--- src/rtl/mem_wb_pipe_reg.sv ---
// MEM/WB pipeline register: stall/flush control, write-back data mux and retired-instruction counter.
// Optional macro MEM_WB_ZERO_REG_GUARD_EN suppresses register-file writes to register 0.
module mem_wb_pipe_reg #(
    parameter int DATA_W     = 32,
    parameter int REG_ADDR_W = 5,
    parameter int COUNT_W    = 16
) (
    input  logic                  clk_i,
    input  logic                  rst_i,
    input  logic                  stall_i,
    input  logic                  flush_i,
    input  logic                  valid_i,
    input  logic                  MemToReg_i,
    input  logic                  RegWrite_i,
    input  logic [DATA_W-1:0]     ReadData_i,
    input  logic [DATA_W-1:0]     ALUResult_i,
    input  logic [REG_ADDR_W-1:0] RdAddr_i,
    output logic                  valid_o,
    output logic                  MemToReg_o,
    output logic                  RegWrite_o,
    output logic [DATA_W-1:0]     ReadData_o,
    output logic [DATA_W-1:0]     ALUResult_o,
    output logic [REG_ADDR_W-1:0] RdAddr_o,
    output logic [DATA_W-1:0]     WriteData_o,
    output logic [COUNT_W-1:0]    retired_o
);

    logic                  valid_reg;
    logic                  mem_to_reg_reg;
    logic                  reg_write_reg;
    logic [DATA_W-1:0]     read_data_reg;
    logic [DATA_W-1:0]     alu_result_reg;
    logic [REG_ADDR_W-1:0] rd_addr_reg;
    logic [COUNT_W-1:0]    retired_reg;

    logic                  reg_write_next;
    logic                  retire_fire;

`ifdef MEM_WB_ZERO_REG_GUARD_EN
    // Register 0 is hard-wired, so a write to it must not reach the file or the forwarding unit.
    assign reg_write_next = RegWrite_i & valid_i & (RdAddr_i != '0);
`else
    assign reg_write_next = RegWrite_i & valid_i;
`endif

    // A valid entry leaves the stage whenever it is not held; a flush also pushes it out.
    assign retire_fire = valid_reg & (~stall_i | flush_i);

    always_ff @(posedge clk_i or posedge rst_i) begin
        if (rst_i) begin
            valid_reg      <= 1'b0;
            mem_to_reg_reg <= 1'b0;
            reg_write_reg  <= 1'b0;
            read_data_reg  <= '0;
            alu_result_reg <= '0;
            rd_addr_reg    <= '0;
            retired_reg    <= '0;
        end else begin
            if (retire_fire) begin
                retired_reg <= retired_reg + COUNT_W'(1);
            end

            if (flush_i) begin
                valid_reg      <= 1'b0;
                mem_to_reg_reg <= 1'b0;
                reg_write_reg  <= 1'b0;
                read_data_reg  <= '0;
                alu_result_reg <= '0;
                rd_addr_reg    <= '0;
            end else if (!stall_i) begin
                valid_reg      <= valid_i;
                mem_to_reg_reg <= MemToReg_i;
                reg_write_reg  <= reg_write_next;
                read_data_reg  <= ReadData_i;
                alu_result_reg <= ALUResult_i;
                rd_addr_reg    <= RdAddr_i;
            end
        end
    end

    assign valid_o     = valid_reg;
    assign MemToReg_o  = mem_to_reg_reg;
    assign RegWrite_o  = reg_write_reg;
    assign ReadData_o  = read_data_reg;
    assign ALUResult_o = alu_result_reg;
    assign RdAddr_o    = rd_addr_reg;
    assign retired_o   = retired_reg;
    assign WriteData_o = mem_to_reg_reg ? read_data_reg : alu_result_reg;

endmodule

--- config.mk ---
export PLATFORM = sky130hd
export DESIGN_NAME = mem_wb_pipe_reg
export DESIGN_NICKNAME = d
export VERILOG_FILES = /design/src/rtl/mem_wb_pipe_reg.sv
export SDC_FILE = /design/constraint.sdc
export NUM_CORES = 1
export LEC_CHECK = 0
export CAP_MARGIN = 20
export CELL_PAD_IN_SITES_DETAIL_PLACEMENT = 1
export CELL_PAD_IN_SITES_GLOBAL_PLACEMENT = 2
export CORE_MARGIN = 2
export CORE_UTILIZATION = 26
export DETAILED_ROUTE_END_ITERATION = 6
export PLACE_DENSITY = 0.93
export SLEW_MARGIN = 40
export SYNTH_ARGS = -nofsm -noshare
export SYNTH_HDL_FRONTEND = slang
export SYNTH_SLANG_ARGS = --single-unit
--- constraint.sdc ---
create_clock -name clk_i -period 5.8 [get_ports clk_i]
set_input_delay 0.58 -clock clk_i [delete_from_list [all_inputs] [get_ports clk_i]]
set_output_delay 0.58 -clock clk_i [all_outputs]
set_load 0.005 [all_outputs]
# Word level (Yosys, flattened, before mapping)
# Cells that the tools add are included.
[word_totals] regBits=88 latch_bits=0 ram_bits=0 romBits=0 wordCells=26 mem_count=0
[op_classes] addsub=1 n_mul=0 div_mod_pow=0 order_cmp=0 n_eq_ne=1 shifts=0 mux=13 n_bitwise=4 n_reduce_logical=0
[ops] operator="$mux 32" n=5
[ops] operator="$add 16x1->16 const B" n=1
[ops] operator="$mux 5" n=2
[ops] operator="$mux 1" n=6
[ops] operator="$and 1x1->1" n=2
[ops] operator="$ne 2x1->1 const B" n=1
[ops] operator="$not 1->1" n=1
[ops] operator="$or 1x1->1" n=1

# Depth between registers and ports, before layout
[depth] word_depth=3 mapped_depth=5 mapped_depth_nobuf=4

# Worst setup path before layout
# Ideal clock, no wire load.
[synth_timing] kind="reg-to-output" startpoint="register mem_to_reg_reg, in the netlist MemToReg_o" endpoint="output WriteData_o[10]" arrival_time_ns=1.126 required_ns=5.220 slack_ns=4.094 stages_incl_launch_ff=4 n_path_buf=2 cell_sequence="dfrtp_1 clkbuf_1 buf_2 mux2_2"
[synth_via] elab_chain_len=1
[synth_lines] element="start, declared" line="29" rtl="logic mem_to_reg_reg;"
[synth_lines] element="start signal, assigned" line="72" rtl="mem_to_reg_reg <= MemToReg_i;"
[synth_lines] element="$mux 32" line="88" rtl="assign WriteData_o = mem_to_reg_reg ? read_data_reg : alu_result_reg;"
[synth_lines] element="end, declared" line="24" rtl="output logic [DATA_W-1:0] WriteData_o,"
# Every way passes these cells.

# Worst setup path in the final report
[layout_timing] startpoint="register mem_to_reg_reg, in the netlist MemToReg_o" endpoint="output WriteData_o[12]"
# Same word-level chain as after synthesis.

==> results.rst <==
.. list-table::
   :header-rows: 1

   * - Metric
     - Value
   * - Area share of and/or/nand/nor cells after synthesis
     - 0.1222
   * - Clock Path Buffers
     - 2
   * - Avg Synthesized Cell Area
     - between 10 and 15 um2
   * - Die Wd
     - roughly 130 um
   * - Gate Count Post-Synth
     - roughly 330
   * - Category of the worst setup path launch point
     - flip-flop
   * - Clock insertion delay at the later pin of the skew report
     - around 0.34 ns
   * - Worst Setup SP
     - MemToReg_o
   * - Vias in the first global route
     - approximately 3700
   * - Max VDD drop
     - 0.0001356 V
   * - Floorplan die area
     - 16570 um2
   * - Routability Congestion
     - about 0.73
   * - Final period util
     - 0.4779
   * - Synthesis-to-layout area growth
     - 60.21%
   * - RSZ-0062 raised after global routing
     - no
   * - Minimum period implied by the final worst setup slack
     - roughly 2.8 ns
   * - XOR/XNOR share of the synthesized area
     - 0.03249
   * - Ranking of synthesized cells by area
     - dfrtp_1 (54%), mux2i_1 (17%), mux2_2 (9.2%), nor2_1 (7.0%), xnor2_1 (2.2%)
   * - CP Buf/Inv Count
     - 2
   * - Area fraction in compound gates after synthesis
     - 0.003094
   * - Adder-cell share of the synthesized area
     - 0.003094
   * - Final worst clock skew
     - between 0.004 and 0.005 ns
   * - H-tree depth
     - 3
   * - Leakage dissipation
     - slightly below 3 nW
   * - Post-Syn Area
     - between 4000 and 5000 um2
   * - Critical path peak fanout
     - 27
   * - Final Power
     - about 0.0016 W
   * - CP required
     - approximately 5.2 ns
   * - 1st-pass router iterations
     - 4
   * - Number of nets in the finished design
     - approximately 600
   * - Master of the slowest instance on the critical path
     - dfrtp_1
   * - Resized cells post-CTS
     - 0
   * - Max-Slew Margin vs Limit
     - 0.4814
   * - Via total after detailed routing
     - approximately 3300
   * - Final antenna diode count
     - 0
   * - Antenna violations before repair
     - 0
   * - Fraction of final layout cells sized beyond drive strength 1
     - 0.1172
   * - F_max
     - about 0.36 GHz
   * - First-pass GRT wire length
     - ~19000 um
   * - Post-synthesis sequential element count
     - about 90
   * - Worst Hold Class
     - flip-flop to flip-flop
   * - Crit. End Element
     - primary output
   * - Final number of max-transition violations
     - 0
   * - Hold Violations, Final
     - 0
   * - Most common cell in the synthesized netlist
     - dfrtp_1
   * - Total of max-cap violations
     - 0
   * - CTS buffer count
     - 9
   * - Clk root buf
     - clkbuf_16
   * - Post-DP HPWL
     - 8530 um
   * - Number of placement rows
     - 45
   * - DRC violations left
     - 0
   * - Proportion of netlist area held by the largest area contributor
     - 0.5446
   * - IO Port Bufs
     - just under 200
   * - Dominant delay contributor by cell family on the critical path
     - buffers and inverters
   * - Clock tree from TritonCTS
     - built
   * - Dominant combinational cell family by area after synthesis
     - multiplexers
   * - Number of synthesized flops with an enable pin
     - 0
   * - Areal power density over the cells
     - 254.0 nW/um2
   * - Register clock-pin slew on the reported worst setup and hold paths
     - roughly 0.07 ns
   * - Largest area contributor in the netlist
     - dfrtp_1
   * - Boundary Pins
     - 196
   * - Multiplexer share of the synthesized area
     - 0.2652
   * - Vias per cell
     - ~4.5
   * - Async SR Flop Fraction
     - 1.000
   * - Hold-fix buffers at CTS
     - 0
   * - Clock tree sinks
     - 88
   * - Number of DRC violations after detailed-routing iteration 0
     - 90
   * - Antenna Violating Nets Remaining
     - 0
   * - Sequential share of the synthesized area
     - 0.5446
   * - Total length of routed wires
     - 12020 um
   * - Main synth FF type
     - dfrtp_1
   * - Setup TNS
     - 0 ns
   * - Post-synthesis cell type count
     - 27
   * - Number of nets produced by synthesis
     - between 400 and 500
   * - Die Y-Extent
     - around 130 um
   * - Critical Setup Path Class
     - flip-flop to primary output
   * - Most common library cells after synthesis
     - dfrtp_1 (88), nor2_1 (75), mux2i_1 (70)
   * - Run status
     - finished clean
   * - Post-CTS setup-driven buffer insertion count
     - 0
   * - Arrival @ worst endpoint
     - approximately 2.2 ns
   * - Wire length per cell
     - between 15 and 20 um
   * - Gr usage total
     - 0.1495
   * - Largest net degree at the start of global routing
     - between 80 and 90
   * - Yosys Warn Count
     - 0
   * - Core outline area
     - about 15000 um2
   * - Initial core utilization
     - 0.2660
   * - Worst R2R Start
     - retired_o[0]
   * - Maximum cell stage delay along the critical path
     - 0.53 ns
   * - Hold wc startpoint
     - retired_o[15]
   * - Number of setup violations in the final report
     - 0
   * - Measured slew at the worst slew-check pin
     - 0.7778 ns
   * - Cell-by-cell trace of the critical path
     - buf_4 > mux2_2 > clkdlybuf4s50_1
   * - Leftover overflow at the end of global routing
     - 0
layer usage:
layer  up-vias  global-route usage  part of all wire
met4         0             0.04923             0.017
met3        14             0.05156             0.074
met5         -                   0                 0
met2       120              0.2593              0.51
li1       1517                   -                 -
met1      1603              0.1731              0.40
report_power, final:
| group | leakage [nW] | switching, W | internal, W |
|---|---|---|---|
| clock | 0.149 | 0.000249 | 0.000380 |
| sequential | 1.16 | 0.0000458 | 0.000656 |
| combinational | 1.61 | 0.000111 | 0.000203 |
| total | 2.92 | 0.000407 | 0.00124 |
logic make-up (layout without fill, tap and decap cells):
logic type | count (synthesis) | count (layout)
compound gates | 2 | 2
buf+inv | 23 | 218
fa+ha+maj | 1 | 1
flops | 88 | 88
simple gates | 102 | 102
mux | 103 | 103
xor+xnor | 15 | 15
sequential cells by signal (all words and copies together) (netlist names):
name and flops:
ReadData_o 32, valid_o 1, RegWrite_o 1, RdAddr_o 5, retired_o 16, ALUResult_o 32, MemToReg_o 1
path summary, 6_finish.rpt:
| kind | endpoint | slack [ns] | depth (start not counted) |
|---|---|---|---|
| min in group asynchronous | ReadData_o[19] | 0.77 | 3 |
| max in group asynchronous | ALUResult_o[12] | 4.50 | 3 |
| worst max register to register | retired_o[8] | 4.46 | 4 |
| worst max-delay path | WriteData_o[12] | 3.03 | 3 |
| worst min-delay path | retired_o[15] | 0.49 | 1 |
| worst min register to register | retired_o[15] | 0.49 | 1 |
final cells by class:
class	instances	area [um2]
inverters	3	12.51
repair buffers	199	1984
clock inverters	6	92.59
well taps	188	235.2
flip-flops and latches	88	2202
clock buffers	10	229.0
multi-input cells	223	1723
fillers	1609	8723
layout by cell type, fill, tap and decap left out, types with 2 or more instances in the layout:
cell and n:
and3_1 3, clkinvlp_4 2, inv_1 2, nand2_1 5
xor2_1 5, clkdlybuf4s50_1 193, nor2_1 75, mux2i_1 70
nand3_1 4, clkbuf_16 9, nand4_1 3, nor3_1 2
nor3_2 2, xnor2_1 10, buf_4 3, mux2_2 33
bufinv_16 2, dfrtp_1 88
metrics by stage:
step | setup WS [ns] | util | hold WS, ns | instance area, um2 | instances
6_report | 3.028 | 0.4262 | 0.4931 | 6479 | 717
3_5_place_dp | 3.372 | 0.4046 | 0.4999 | 6151 | 701
4_1_cts | 2.986 | 0.4258 | 0.5090 | 6472 | 717
2_1_floorplan | 2.941 | - | 0.4683 | 4044 | 334
3_3_place_gp | 3.437 | 0.4044 | 0.4630 | 6147 | 701
5_1_grt | 2.924 | 0.4262 | 0.5294 | 6479 | 717
(Power assumes the default switching activity.)
